<file path="src/rtl/seq_mult_hs_if.sv">
// Operand/result handshake bundle for seq_mult_hs: valid/ready on the operand
// side, valid/ready on the product side, plus a busy status flag.
interface seq_mult_hs_if #(
    parameter int WIDTH = 8
);
    logic                 in_valid;
    logic                 in_ready;
    logic [WIDTH-1:0]     a;
    logic [WIDTH-1:0]     b;
    logic                 is_signed;
    logic                 out_valid;
    logic                 out_ready;
    logic [2*WIDTH-1:0]   result;
    logic                 busy;

    modport master (
        output in_valid, a, b, is_signed, out_ready,
        input  in_ready, out_valid, result, busy
    );

    modport slave (
        input  in_valid, a, b, is_signed, out_ready,
        output in_ready, out_valid, result, busy
    );
endinterface

</file>
<file path="src/rtl/seq_mult_hs.sv">
// Sequential shift-add multiplier retiring STEP multiplier bits per cycle,
// signed or unsigned per operation, with valid/ready on both sides.
module seq_mult_hs #(
    parameter int WIDTH = 8,
    parameter int STEP  = 1
) (
    input  logic          clk,
    input  logic          reset_n,
    seq_mult_hs_if.slave  bus
);
    localparam int N  = WIDTH / STEP;
    localparam int CW = (N > 1) ? $clog2(N) : 1;
    localparam int PW = 2 * WIDTH;

    typedef enum logic [1:0] {IDLE, CALC, DONE} state_t;

    state_t             state, state_next;
    logic [PW-1:0]      mcand_sh;
    logic [WIDTH-1:0]   mplr;
    logic [PW-1:0]      acc;
    logic [PW-1:0]      acc_next;
    logic [PW-1:0]      result_r;
    logic [CW-1:0]      cnt;
    logic               neg;
    logic               last;

    // Two's complement magnitude; the most negative value maps to 2^(WIDTH-1),
    // which still fits the unsigned WIDTH-bit field.
    function automatic logic [WIDTH-1:0] magnitude(input logic [WIDTH-1:0] x,
                                                   input logic sgn);
        return (sgn && x[WIDTH-1]) ? -x : x;
    endfunction

    function automatic logic [PW-1:0] apply_sign(input logic [PW-1:0] v,
                                                 input logic n);
        return n ? -v : v;
    endfunction

    // The multiplicand is kept pre-shifted so each step adds an aligned partial product.
    assign acc_next = acc + PW'(mplr[STEP-1:0]) * mcand_sh;
    assign last     = (cnt == CW'(N - 1));

    always_ff @(posedge clk) begin
        if (!reset_n) state <= IDLE;
        else          state <= state_next;
    end

    always_comb begin
        state_next = state;
        case (state)
            IDLE: if (bus.in_valid) state_next = CALC;
            CALC: if (last)         state_next = DONE;
            DONE: if (bus.out_ready) state_next = IDLE;
            default:                state_next = IDLE;
        endcase
    end

    always_ff @(posedge clk) begin
        if (!reset_n) begin
            mcand_sh <= '0;
            mplr     <= '0;
            acc      <= '0;
            cnt      <= '0;
            neg      <= 1'b0;
            result_r <= '0;
        end else begin
            case (state)
                IDLE: begin
                    if (bus.in_valid) begin
                        mcand_sh <= PW'(magnitude(bus.a, bus.is_signed));
                        mplr     <= magnitude(bus.b, bus.is_signed);
                        neg      <= bus.is_signed & (bus.a[WIDTH-1] ^ bus.b[WIDTH-1]);
                        acc      <= '0;
                        cnt      <= '0;
                    end
                end
                CALC: begin
                    acc      <= acc_next;
                    mplr     <= mplr >> STEP;
                    mcand_sh <= mcand_sh << STEP;
                    cnt      <= cnt + CW'(1);
                    if (last) result_r <= apply_sign(acc_next, neg);
                end
                default: ;
            endcase
        end
    end

    assign bus.in_ready  = (state == IDLE);
    assign bus.out_valid = (state == DONE);
    assign bus.busy      = (state != IDLE);
    assign bus.result    = result_r;
endmodule

</file>
<file path="src/flat_wrapper.sv">
// flat-port wrapper written by rule: the top's interface ports become plain ports
module seq_mult_hs_flat 
#(
    parameter int WIDTH = 8,
    parameter int STEP  = 1
)
  (clk, reset_n, bus_in_valid, bus_a, bus_b, bus_is_signed, bus_out_ready, bus_in_ready, bus_out_valid, bus_result, bus_busy);
  seq_mult_hs_if #(.WIDTH(WIDTH)) bus_i ();
  input  logic clk;
  input  logic reset_n;
  input wire logic [$bits(bus_i.in_valid)-1:0] bus_in_valid;
  input wire logic [$bits(bus_i.a)-1:0] bus_a;
  input wire logic [$bits(bus_i.b)-1:0] bus_b;
  input wire logic [$bits(bus_i.is_signed)-1:0] bus_is_signed;
  input wire logic [$bits(bus_i.out_ready)-1:0] bus_out_ready;
  output wire logic [$bits(bus_i.in_ready)-1:0] bus_in_ready;
  output wire logic [$bits(bus_i.out_valid)-1:0] bus_out_valid;
  output wire logic [$bits(bus_i.result)-1:0] bus_result;
  output wire logic [$bits(bus_i.busy)-1:0] bus_busy;
  assign bus_i.in_valid = bus_in_valid;
  assign bus_i.a = bus_a;
  assign bus_i.b = bus_b;
  assign bus_i.is_signed = bus_is_signed;
  assign bus_i.out_ready = bus_out_ready;
  assign bus_in_ready = bus_i.in_ready;
  assign bus_out_valid = bus_i.out_valid;
  assign bus_result = bus_i.result;
  assign bus_busy = bus_i.busy;
  seq_mult_hs #(.WIDTH(WIDTH), .STEP(STEP)) u_core (.clk(clk), .reset_n(reset_n), .bus(bus_i));
endmodule
</file>
<file path="config.mk">
export PLATFORM = sky130hd
export DESIGN_NAME = seq_mult_hs_flat
export DESIGN_NICKNAME = d
export VERILOG_FILES = /design/src/rtl/seq_mult_hs_if.sv /design/src/rtl/seq_mult_hs.sv /design/src/flat_wrapper.sv
export SDC_FILE = /design/constraint.sdc
export NUM_CORES = 1
export LEC_CHECK = 0
export CAP_MARGIN = 20
export CORE_MARGIN = 3
export CORE_UTILIZATION = 55
export DETAILED_ROUTE_END_ITERATION = 10
export GPL_ROUTABILITY_DRIVEN = 0
export PLACE_DENSITY_LB_ADDON = 0.1
export SYNTH_ARGS = -nofsm -noshare
export SYNTH_HDL_FRONTEND = slang
export SYNTH_SLANG_ARGS = --single-unit
</file>
<file path="constraint.sdc">
create_clock -name clk -period 4.22 [get_ports clk]
set_input_delay 1.055 -clock clk [delete_from_list [all_inputs] [get_ports clk]]
set_output_delay 1.055 -clock clk [all_outputs]
set_load 0.02 [all_outputs]
</file>
==> metrics <==
share of cells above drive strength 1 7.91%; Setup TNS Final 0 ns; Pint 0.947 mW; Comb power frac 12.6%; # hold bufs at CTS 0; CTS buffer count 9; row cnt 30; Crit path buffers/inverters 0; crit path time final ~3.6 ns; largest net degree at the start of global routing 59; vias in the first global route 3,486; Routed Antenna Nets 0; post-synth top area cell dfxtp_1; fin cells about 630; Syn Inst Count slightly above 500; Worst-Margin Slew 1.01 ns; Die H 91.7 microns; Max H-tree Level 3; Initial Util 58.2%; starting DRC count in detailed routing 265; status complete, no violations; fin crit share 85.1%; drt total wl 9.72 mm; Slew HR roughly a third; via count 3,774; Crit-path slowest cell or3_4; Worst-path clk slew ~0.07 ns; Synth Flop Type dfxtp_1; Core Util, Final 66.3%; RSZ-0062 raised after global routing false; CTS tree done; # port buffers 39; Synth top cells by count 62 x dfxtp_1, 61 x a21oi_1, 55 x nand2_1, 37 x nor2_1, 33 x nand3_1; core box area 0.00694 sq mm; PostCTS Resize Cnt 0; Area Growth Syn to Fin 14.1%; clock power share between 40% and 50%; # diodes 0; Final Max Tran Viols 0; share of power burned in registers 47.3%; GR Util All Layers between 20% and 30%; CP Class flop to flop; worst-path fanout max 17; Root Driver clkbuf_8; CTS Sinks 62; DR WL/cell 15.5 microns; Inst Count DP 613; first-pass GRT wire length 16.0 mm; Synth Register Bits just over 60; post-synth design cell area 0.00404 sq mm; Switching Fraction a little over a quarter; CP Launch Type flop; max cap viols 0; Worst Path Required 4.47 ns; die area ~0.0084 sq mm; CP Data Arrival Time roughly 3.8 ns; synthesized net count 548; most frequent cell after synthesis dfxtp_1; Die W just over 90 microns; CP cell instances and2_1 > ha_1 > fa_1 > a21o_2 > a221o_2 > xnor2_1 > nand4_2 > or3_4 > nor3b_1 > mux2_2 > o32ai_1; HP Class flop to flop; Synth async-reset ratio 0%; power per standard cell area 281 mW/mm^2; drt pass-1 iters 5; Yosys cell types 68; clk buf depth 2; Seq/Total Area, Yosys 30.7%; initial antenna violation count 0; Ports 40; CP endpoint kind flop; Post-Syn Area per Cell 7.98 sq um; Placed Area 0.00442 sq mm; final hold viol count 0; Post-synth EDFFs 0; PnR worst setup slack about 0.63 ns; Pwr Total around 1.3 mW; DRC violations left 0; post-route cell area 0.00461 sq mm; FMAX 279 MHz; top post-synthesis cells by area dfxtp_1 31%, a21oi_1 7.6%, ha_1 6.2%, nand2_1 5.1%, nand3_1 4.1%; synth warn 0; pre-CTS setup slack 0.673 ns; worst clock skew 0.0114 ns; top-area cell type share of the netlist area 30.7%; detailed placement HPWL 7.03 mm; Final Hold Slack 0.456 ns; Pleak between 1.5 and 2 nW; Crit path max-delay family simple AND/OR/NAND/NOR gates; Sw Pwr 0.348 mW; clk_lat worst skew 0.34 ns; critical path's largest stage delay between 0.4 and 0.5 ns; # nets final 570; total congestion overflow 0; IR drop worst, VDD 0.000163 V; final setup vio count 0; Post-CTS Setup Bufs 0; routed vias/inst 6.02
[per-layer routing]
layer	track usage, %	vias up	routed length (microns)
li1	-	1875	-
met1	28.4	1777	4340
met2	40.4	103	4770
met3	4.35	19	416
met4	9.16	0	203
met5	0	-	0
[state kept, by name (all words and copies together), names as in the netlist]
register	count
u_core.state	2
u_core.mplr	8
u_core.neg	1
u_core.cnt	3
u_core.bus.result	16
u_core.acc	16
u_core.mcand_sh	16
[kinds of logic after synthesis]
group / count (synthesis) / share of synthesized area (%)
AND/OR/NAND/NOR: 191 / 23.7
XOR/XNOR: 30 / 6.51
flip-flops: 62 / 30.7
buffers and inverters: 50 / 5.89
adder cells (fa/ha/maj): 21 / 6.69
AO/OA/AOI/OAI: 150 / 25.9
multiplexers: 2 / 0.527
[tightest hold or removal path: stages, from the launching register on]
cell,delay (ns)
dfxtp_1,0.32
nand2_1,0.05
a21oi_1,0.05
[power groups by stage]
stage	registers (mW)	logic (mW)	clock network [mW]
after floorplan	0.620	0.113	0
after global placement	0.626	0.160	0
after detailed placement	0.626	0.163	0
after CTS	0.613	0.163	0.522
after global routing	0.615	0.180	0.547
final	0.613	0.163	0.519
[layout by cell type (no fill, tap or decap), types with 11 or more instances in the layout]
master,n
dfxtp_1,62
a211oi_1,11
nand2_1,55
a21oi_1,61
inv_1,19
nor2_1,37
a22oi_1,15
xor2_1,17
xnor2_1,13
clkdlybuf4s50_1,39
nand3_1,33
o21ai_0,15
ha_1,20
and2_1,17
[path summary, 6_finish.rpt]
path / start / endpoint / slack, ns / cells past startpoint
setup / recovery: u_core.mplr[0] / u_core.bus.result[15] / 0.63 / 11
hold / removal: u_core.mcand_sh[7] / u_core.mcand_sh[8] / 0.46 / 2
setup reg to reg: u_core.mplr[0] / u_core.bus.result[15] / 0.63 / 11
hold reg to reg: u_core.mcand_sh[7] / u_core.mcand_sh[8] / 0.46 / 2
[final cells by class]
class / count / area (sq um)
clock buffer: 10 / 138
timing repair buffer: 42 / 425
inverter: 19 / 71.3
sequential: 62 / 1240
clock inverter: 4 / 48.8
fill: 603 / 2340
multi-input combinational: 394 / 2560
tap: 96 / 120
Power figures use the tool's default switching activity.
